**config.mk**
```make
export PLATFORM = sky130hd
export DESIGN_NAME = signed_seq_div_flat
export DESIGN_NICKNAME = d
export VERILOG_FILES = /design/src/rtl/signed_seq_div_pkg.sv /design/src/rtl/signed_seq_div_if.sv /design/src/rtl/signed_seq_div_step.sv /design/src/rtl/signed_seq_div.sv /design/src/flat_wrapper.sv
export SDC_FILE = /design/constraint.sdc
export NUM_CORES = 1
export LEC_CHECK = 0
export BUFFER_PORTS_ARGS = -buffer_cell sky130_fd_sc_hd__buf_2
export CAP_MARGIN = 20
export CORE_ASPECT_RATIO = 1.75
export CORE_MARGIN = 3
export CORE_UTILIZATION = 37
export CTS_CLUSTER_DIAMETER = 30
export CTS_CLUSTER_SIZE = 30
export DETAILED_ROUTE_END_ITERATION = 8
export PLACE_DENSITY = 0.59
export SLEW_MARGIN = 10
export SYNTH_ARGS = -nofsm -noshare
export SYNTH_HDL_FRONTEND = slang
export SYNTH_SLANG_ARGS = --single-unit
```
**constraint.sdc**
```tcl
create_clock -name clk -period 2.2 [get_ports clk]
set_input_delay 0.33 -clock clk [delete_from_list [all_inputs] [get_ports clk]]
set_output_delay 0.33 -clock clk [all_outputs]
set_load 0.02 [all_outputs]
```
**src/rtl/signed_seq_div_pkg.sv**
```systemverilog
// signed_div_pkg: shared widths, FSM state type and divisor magnitude helper
package signed_div_pkg;
  localparam int N_DVD = 15;
  localparam int N_DVS = 8;
  localparam int CNT_W = $clog2(N_DVD);
  typedef enum logic [1:0] {IDLE, CALC, DONE} state_t;
  // One extra bit so that -128 becomes an exact 128
  function automatic logic [N_DVS:0] abs_dvs(input logic [N_DVS-1:0] d);
    logic [N_DVS:0] e;
    e = {d[N_DVS-1], d};
    return e[N_DVS] ? -e : e;
  endfunction
endpackage

```
**src/rtl/signed_seq_div_if.sv**
```systemverilog
// signed_seq_div_if: start/operand and result bundle of the sequential divider
interface signed_seq_div_if;
  import signed_div_pkg::*;
  logic             divide_but;
  logic [N_DVD-1:0] dividend_mag;
  logic             dividend_sign;
  logic [N_DVS-1:0] divisor;
  logic [N_DVD-1:0] quotient;
  logic [N_DVS-1:0] remainder;
  logic             q_sign;
  logic             r_sign;
  logic             done;
  logic             div_by_zero;
  modport master(output divide_but, dividend_mag, dividend_sign, divisor,
                 input quotient, remainder, q_sign, r_sign, done, div_by_zero);
  modport slave(input divide_but, dividend_mag, dividend_sign, divisor,
                output quotient, remainder, q_sign, r_sign, done, div_by_zero);
endinterface

```
**src/rtl/signed_seq_div_step.sv**
```systemverilog
// div_step: one restoring-division step on magnitudes
module div_step
  import signed_div_pkg::*;
(
  input  logic [N_DVS:0] rem,
  input  logic           bit_in,
  input  logic [N_DVS:0] dvs,
  output logic [N_DVS:0] rem_next,
  output logic           q_bit
);
  localparam int W = N_DVS + 1;
  logic [N_DVS+1:0] t;
  assign t        = {rem, bit_in};
  assign q_bit    = t >= {1'b0, dvs};
  assign rem_next = q_bit ? W'(t - {1'b0, dvs}) : t[N_DVS:0];
endmodule

```
**src/rtl/signed_seq_div.sv**
```systemverilog
// signed_seq_div: sign-magnitude / two's-complement restoring divider, one bit per clock
module signed_seq_div
  import signed_div_pkg::*;
(
  input logic             clk,
  input logic             rst_n,
  signed_seq_div_if.slave bus
);
  state_t           state;
  logic [CNT_W-1:0] count;
  logic [N_DVD-1:0] dvd, quo, quo_nx;
  logic [N_DVS:0]   dvs, rem, rem_nx;
  logic             q_sign_r, r_sign_r, done_r, dbz, q_bit, start, zero_dvs;

  div_step u_step (.rem(rem), .bit_in(dvd[N_DVD-1]), .dvs(dvs), .rem_next(rem_nx), .q_bit(q_bit));

  assign quo_nx   = {quo[N_DVD-2:0], q_bit};
  assign start    = bus.divide_but && state != CALC;
  assign zero_dvs = bus.divisor == '0;

  always_ff @(posedge clk or negedge rst_n) begin
    if (!rst_n) begin
      state    <= IDLE;
      count    <= '0;
      dvd      <= '0;
      dvs      <= '0;
      rem      <= '0;
      quo      <= '0;
      q_sign_r <= 1'b0;
      r_sign_r <= 1'b0;
      done_r   <= 1'b0;
      dbz      <= 1'b0;
    end else if (start) begin
      state    <= zero_dvs ? DONE : CALC;
      count    <= '0;
      dvd      <= bus.dividend_mag;
      dvs      <= abs_dvs(bus.divisor);
      rem      <= '0;
      quo      <= '0;
      q_sign_r <= !zero_dvs && (bus.dividend_sign ^ bus.divisor[N_DVS-1]);
      r_sign_r <= !zero_dvs && bus.dividend_sign;
      done_r   <= 1'b0;
      dbz      <= zero_dvs;
    end else if (state == CALC) begin
      dvd   <= dvd << 1;
      rem   <= rem_nx;
      quo   <= quo_nx;
      count <= count + 1'b1;
      // Last step: publish the result and drop signs of zero magnitudes
      if (count == CNT_W'(N_DVD - 1)) begin
        state    <= DONE;
        done_r   <= 1'b1;
        q_sign_r <= q_sign_r && quo_nx != '0;
        r_sign_r <= r_sign_r && rem_nx != '0;
      end
    end else if (state == DONE) begin
      done_r <= 1'b1;
    end
  end

  assign bus.quotient    = done_r ? quo : '0;
  assign bus.remainder   = done_r ? rem[N_DVS-1:0] : '0;
  assign bus.q_sign      = q_sign_r;
  assign bus.r_sign      = r_sign_r;
  assign bus.done        = done_r;
  assign bus.div_by_zero = dbz;
endmodule

```
**src/flat_wrapper.sv**
```systemverilog
// flat-port wrapper written by rule: the top's interface ports become plain ports
module signed_seq_div_flat import signed_div_pkg::*;
  (clk, rst_n, bus_divide_but, bus_dividend_mag, bus_dividend_sign, bus_divisor, bus_quotient, bus_remainder, bus_q_sign, bus_r_sign, bus_done, bus_div_by_zero);
  signed_seq_div_if bus_i ();
  input logic clk;
  input logic rst_n;
  input wire logic [$bits(bus_i.divide_but)-1:0] bus_divide_but;
  input wire logic [$bits(bus_i.dividend_mag)-1:0] bus_dividend_mag;
  input wire logic [$bits(bus_i.dividend_sign)-1:0] bus_dividend_sign;
  input wire logic [$bits(bus_i.divisor)-1:0] bus_divisor;
  output wire logic [$bits(bus_i.quotient)-1:0] bus_quotient;
  output wire logic [$bits(bus_i.remainder)-1:0] bus_remainder;
  output wire logic [$bits(bus_i.q_sign)-1:0] bus_q_sign;
  output wire logic [$bits(bus_i.r_sign)-1:0] bus_r_sign;
  output wire logic [$bits(bus_i.done)-1:0] bus_done;
  output wire logic [$bits(bus_i.div_by_zero)-1:0] bus_div_by_zero;
  assign bus_i.divide_but = bus_divide_but;
  assign bus_i.dividend_mag = bus_dividend_mag;
  assign bus_i.dividend_sign = bus_dividend_sign;
  assign bus_i.divisor = bus_divisor;
  assign bus_quotient = bus_i.quotient;
  assign bus_remainder = bus_i.remainder;
  assign bus_q_sign = bus_i.q_sign;
  assign bus_r_sign = bus_i.r_sign;
  assign bus_done = bus_i.done;
  assign bus_div_by_zero = bus_i.div_by_zero;
  signed_seq_div u_core (.clk(clk), .rst_n(rst_n), .bus(bus_i));
endmodule
```
==> flow_summary.json, run 1 <==
{
  "status": "finished with violations",
  "violations": "negative hold slack, negative setup slack",
  "synthArstFlopShare_pct": 100,
  "fin_crit_sh_pct": 105,
  "power_frac_clock_pct": 21.8,
  "synth_ff_type": "dfrtp_1",
  "core_area_um2": 8730,
  "tritoncts": "done",
  "yosys.area_share.simple_pct": 18.8,
  "grt_max_degree": 59,
  "clock_latency_ns": 0.33,
  "syn_area_um2": 3330,
  "layout_common_cells": "nand2_1, dfrtp_1, buf_2",
  "synth-xor-area-share_pct": 3.68,
  "syn-num-nets": 407,
  "synth_edf_count": 0,
  "drc_errors": 0,
  "grt_overflow": 0,
  "internal_power_w": 0.00409,
  "endpoint_kind": "flop",
  "reg2reg_depth": 10,
  "final_nets": 481,
  "max_stage_delay_ns": 0.38,
  "clock_path_buffers": 2,
  "multiInputGateArea_um2": 1760,
  "grt_pass1_wl_um": 14100,
  "switching_share_pct": 40.4,
  "syn_area_per_cell_um2": 9.09,
  "die_h_um": 131,
  "io_pins": 54,
  "clock-sinks": 58,
  "area_growth_pct": 28.0,
  "via_per_inst": 5.11,
  "crit_fanout": 4,
  "cp_slowest_cell": "fa_2",
  "seqPwrFrac_pct": 25.5,
  "critical_path.startpoint_type": "flop",
  "worst_ir_drop_vdd_v": 0.000879,
  "crit_path_cell_trace": "inv_1 -> ha_2 -> inv_2 -> fa_2 -> a21oi_4 -> o211a_1 -> xnor2_2 -> a2111oi_2 -> a22o_1 -> a41oi_2",
  "die_x_um": 77.7,
  "gp_congestion": 0.820,
  "vias": 2872,
  "synth_top_family_by_area": "simple AND/OR/NAND/NOR gates",
  "hold_buffers": 0,
  "wl_per_cell_um": 15.4,
  "rsz0062_at_grt": "yes",
  "p_switching_w": 0.00277,
  "rows": 45,
  "cp.required_ns": 2.37,
  "grt_usage_pct": 17.5,
  "relSlewSlack_pct": 57.1,
  "setup_slack_ns": -0.107,
  "antenna_found_initial": 0,
  "start_util_pct": 38.1,
  "port_buffers": 53,
  "worst_slew_pin_slew_ns": 0.644,
  "arrival_ns": 2.48,
  "hold_path_class": "in2async",
  "ys_warn_count": 0,
  "cts.clk_slew.worst_paths_ns": 0.05,
  "regArea_um2": 1450,
  "drt_first_iter_violations": 106,
  "synth_top_area_share_pct": 43.6,
  "ant_nets": 0,
  "layout_commonest_cell": "nand2_1",
  "hpwl_um": 6180,
  "synthTopCellsByArea": "dfrtp_1, nand2_1, mux2i_1",
  "synth_compound_area_share_pct": 16.7,
  "dr.pass1.iters": 6,
  "reg2reg_to": "u_core.bus.r_sign",
  "clock.fmax_ghz": 0.433,
  "yosysTopAreaCell": "dfrtp_1",
  "yosysSeqAreaShare_pct": 43.6,
  "fin_skew_ns": 0.00981,
  "setup_viol": 2,
  "hold_violations": 6,
  "nFillCells": 821,
  "path_class": "reg2reg",
  "ctsRootBufferMaster": "clkbuf_16",
  "p_leak_nw": 2.05,
  "syn_inst": 366,
  "diodes": 0,
  "fin_crit_ns": 2.31,
  "max-cap-violations": 0,
  "rrSetupSlack_ns": -0.11,
  "synth_seq_cells": 58,
  "slew_violations": 0,
  "p_total_w": 0.00686,
  "htreeDepth": 3,
  "numCtsBuffers": 9,
  "synthAdderAreaFrac_pct": 5.49,
  "power.density_nw_per_um2": 1610,
  "grt_pass1_vias": 2915,
  "whs_ns": -0.00994,
  "drive_above_1_share_pct": 26.3,
  "rr_startpoint": "u_core.dvd[14]",
  "synth_mux_area_share_pct": 6.62,
  "wirelength_um": 8670,
  "dieArea_um2": 10200,
  "synth.distinct_cells": 46,
  "pwr-share-comb_pct": 52.7
}
worst max-delay path: cells and delay by family, from the launching register on:
| kind | cells | cell delay, ns |
|---|---|---|
| xor+xnor | 1 | 0.11 |
| buf+inv | 2 | 0.10 |
| compound gates | 5 | 1.02 |
| flops | 1 | 0.37 |
| fa+ha+maj | 2 | 0.56 |
cell usage after synthesis (2+ instances only):
| cell type | number |
|---|---|
| a21o_1 | 2 |
| or4_1 | 3 |
| buf_6 | 2 |
| o21a_1 | 3 |
| buf_2 | 3 |
| mux2i_1 | 22 |
| nor2_1 | 18 |
| xor2_1 | 6 |
| and2_1 | 23 |
| ha_1 | 13 |
| clkbuf_1 | 11 |
| nand3_2 | 2 |
| nor2b_1 | 2 |
| dfrtp_1 | 58 |
| inv_1 | 17 |
| buf_1 | 4 |
| nor4_1 | 3 |
| o211ai_1 | 2 |
| nand2b_1 | 3 |
| o22ai_1 | 9 |
| nor3_1 | 3 |
| a22oi_1 | 2 |
| o41ai_1 | 3 |
| nand3_1 | 3 |
| a22o_1 | 3 |
| nand4_1 | 3 |
| or3_1 | 2 |
| a31oi_1 | 2 |
| a21oi_1 | 9 |
| nand2_1 | 65 |
| xnor2_1 | 8 |
| o21ai_0 | 43 |
what timing repair did:
item                                    in CTS  in global routing
buffers inserted                             1                  4
gates cloned                                 1                  0
pin swaps                                    2                  8
endpoints found under the setup margin       7                 12
resized for setup                            7                  7
sequential cells by signal (all words and copies together), names as in the netlist:
register / count
u_core.state: 2
u_core.count: 4
u_core.bus.q_sign: 1
u_core.bus.div_by_zero: 1
u_core.quo: 15
u_core.dvs: 9
u_core.dvd: 15
u_core.rem: 9
u_core.bus.done: 1
u_core.bus.r_sign: 1
logic make-up (layout without fill, tap and decap cells):
kind of cell | count (synthesis) | in the layout
mux | 22 | 22
xor+xnor | 14 | 14
compound gates | 88 | 88
flops | 58 | 58
simple gates | 131 | 131
buf+inv | 39 | 118
fa+ha+maj | 14 | 14
metrics by stage:
step,util [%],instance area [um2],setup WS [ns],cells,setup TNS [ns]
finish,48.8,4260,-0.107,562,-0.110
global route,48.8,4260,-0.190,562,-0.883
CTS,48.1,4200,-0.0418,558,-0.109
detailed placement,44.0,3840,-0.0857,540,-0.136
global placement,44.0,3840,-0.0319,540,-0.0319
floorplan,-,3330,0.0236,366,0
layer usage:
layer	up-vias	GRT usage, %	wire, um
met2	58	32.2	4780
met3	20	3.36	268
met1	1385	18.0	3270
met5	-	0	0
met4	0	9.70	351
li1	1409	-	-
worst max-delay path by stage:
stage,start,endpoint,slack (ns)
2_1_floorplan,u_core.dvd[14],u_core.bus.r_sign,0.02
3_3_place_gp,u_core.dvd[14],u_core.bus.r_sign,-0.03
3_5_place_dp,u_core.dvd[14],u_core.bus.r_sign,-0.09
4_1_cts,u_core.dvd[14],u_core.bus.r_sign,-0.04
5_1_grt,u_core.dvd[14],u_core.bus.r_sign,-0.19
6_report,u_core.dvd[14],u_core.bus.r_sign,-0.11
power by group through the flow:
stage	registers (W)	logic [W]	clock network, W
after global routing	0.00180	0.00398	0.00156
after floorplan	0.00170	0.00225	0
after CTS	0.00175	0.00338	0.00152
after global placement	0.00175	0.00316	0
final	0.00175	0.00362	0.00150
after detailed placement	0.00177	0.00319	0
final cells by class:
cell class	instances	area share, %
Tap cell	117	3.44
Sequential cell	58	34.1
Timing Repair Buffer	84	12.2
Clock inverter	5	1.82
Clock buffer	11	5.70
Multi-Input combinational cell	269	41.2
Inverter	18	1.59
Note: power is estimated with default switching activity, not from simulation.
==> run 2, diff against run 1 <==
Settings changed: CTS_BUF_LIST set to sky130_fd_sc_hd__clkbuf_16, CTS_CLUSTER_SIZE 30 to 20, PLACE_DENSITY 0.59 to 0.61.
==> run 2 against run 1 <==
Compared with the run above: utilization shrank 0.99 points; the flow finishes with violations (negative setup slack); clock-buffer cell count down 2; cell count decreased by 0.89%; largest power group unchanged; register-to-register slack better by 0.08 ns.
==> flow_summary.json, run 2 (synthesis gave the netlist of run 1 again) <==
{
  "max-cap-violations": 0,
  "dieArea_um2": 10200,
  "drc_errors": 0,
  "wirelength_um": 8390,
  "gp_congestion": 0.829,
  "dr.pass1.iters": 4,
  "wl_per_cell_um": 15.1,
  "critical_path.startpoint_type": "flop",
  "crit_fanout": 5,
  "fin_crit_sh_pct": 101,
  "via_per_inst": 5.19,
  "grt-busiest-layer": "met2",
  "p_total_w": 0.00643,
  "violations": "negative setup slack",
  "fin_skew_ns": 0.00620,
  "fin_crit_ns": 2.22,
  "power.density_nw_per_um2": 1540,
  "status": "finished with violations",
  "use_met2_pct": 31.2,
  "slew_violations": 0,
  "core_area_um2": 8730,
  "htreeDepth": 3,
  "rsz0062_at_grt": "yes",
  "hold_buffers": 0,
  "vias": 2890,
  "worst_ir_drop_vdd_v": 0.000619,
  "drt_first_iter_violations": 123,
  "clock-sinks": 58,
  "grt_usage_pct": 17.5,
  "clock.fmax_ghz": 0.450,
  "postPlaceCellArea_um2": 3850,
  "reg2reg_depth": 11,
  "relSlewSlack_pct": 57.9,
  "grt_pass1_vias": 2972,
  "cp.required_ns": 2.38,
  "arrival_ns": 2.40,
  "grt.met1_usage_pct": 18.3,
  "endpoint_kind": "flop",
  "cts.clk_slew.worst_paths_ns": 0.05,
  "drive_above_1_share_pct": 24.8,
  "die_h_um": 131,
  "layout_commonest_cell": "nand2_1",
  "diodes": 0,
  "fin_area_um2": 4170,
  "hpwl_um": 6160,
  "nFillCells": 855,
  "area_growth_pct": 25.4,
  "setup_viol": 2,
  "clock_latency_ns": 0.32,
  "grt_max_degree": 59,
  "hold_violations": 0,
  "worst_slew_pin_slew_ns": 0.632,
  "tritoncts": "done",
  "grt_overflow": 0,
  "port_buffers": 53,
  "final_nets": 476,
  "ctsRootBufferMaster": "clkbuf_16",
  "layout_common_cells": "nand2_1, dfrtp_1, buf_2",
  "reg2reg_to": "u_core.rem[1]",
  "path_class": "reg2reg",
  "numCtsBuffers": 9,
  "grt.met3_usage_pct": 3.64,
  "io_pins": 54,
  "hold_path_class": "in2async",
  "fin_util_pct": 47.8,
  "die_x_um": 77.7,
  "top_regs": "u_core.dvd x15, u_core.quo x15",
  "rr_startpoint": "u_core.dvd[14]",
  "grt_pass1_wl_um": 13900,
  "rows": 45,
  "start_util_pct": 38.1,
  "antenna_found_initial": 0,
  "clock_path_buffers": 2,
  "setup-tns-final_ns": -0.0416,
  "ant_nets": 0,
  "p_leak_nw": 2.02,
  "rrSetupSlack_ns": -0.02,
  "setup_slack_ns": -0.0239
}
run 2: cell types whose count changed in the layout (fill, tap and decap cells not counted), sizes merged:
cell	delta
clkbuf	-2
bufinv	-2
inv	+1
buf	-5
clkinv	+4
clkinvlp	-1
run 2: repair_timing:
action | CTS | global route
hold endpoints to repair | 0 | 0
cloned | 0 | 0
pin swaps | 1 | 0
setup endpoints to repair | 9 | 11
gates resized for setup | 5 | 7
setup buffers | 2 | 0
run 2: worst max-delay path by stage:
stage	endpoint	depth (start not counted)	startpoint
floorplan	u_core.bus.r_sign	8	u_core.dvd[14]
global placement	u_core.bus.r_sign	7	u_core.rem[1]
detailed placement	u_core.bus.r_sign	7	u_core.rem[1]
CTS	u_core.bus.r_sign	8	u_core.dvd[14]
global route	u_core.bus.r_sign	12	u_core.dvd[14]
finish	u_core.rem[1]	11	u_core.dvd[14]
run 2: routing by layer:
| layer | share of wire [%] | wire (um) |
|---|---|---|
| met1 | 38 | 3160 |
| met5 | 0 | 0 |
| met2 | 55 | 4630 |
| met4 | 3.9 | 331 |
| met3 | 3.2 | 271 |
run 2: final cells by class:
cell class / instances / area [um2] / share of cell area, %
clock buffer: 9 / 225 / 5.40
clock inverter: 7 / 27.5 / 0.659
inverter: 18 / 67.6 / 1.62
multi-input combinational: 269 / 1770 / 42.3
sequential: 58 / 1450 / 34.8
tap: 117 / 146 / 3.51
timing repair buffer: 79 / 489 / 11.7
run 2: power by group:
part           total [W]  internal (W)  switching, W
combinational    0.00352       0.00156       0.00196
clock            0.00117      0.000732      0.000442
sequential       0.00174       0.00144      0.000297
run 2: worst max-delay path, cell delays in order, from the launching register on:
cell      delay, ns
dfrtp_1        0.37
inv_1          0.06
ha_2           0.18
inv_2          0.04
fa_2           0.38
a21oi_4        0.16
a211oi_2       0.10
nor3_4         0.22
buf_6          0.18
buf_12         0.11
mux2i_1        0.19
o22ai_1        0.10
run 2: metrics by stage:
stage	cells	setup slack (ns)	hold slack (ns)
detailed placement	539	-0.127	0.358
floorplan	366	0.0236	0.0344
finish	557	-0.0239	0.00592
global route	557	-0.163	0.0215
global placement	539	-0.0531	0.358
CTS	557	-0.0196	0.0160
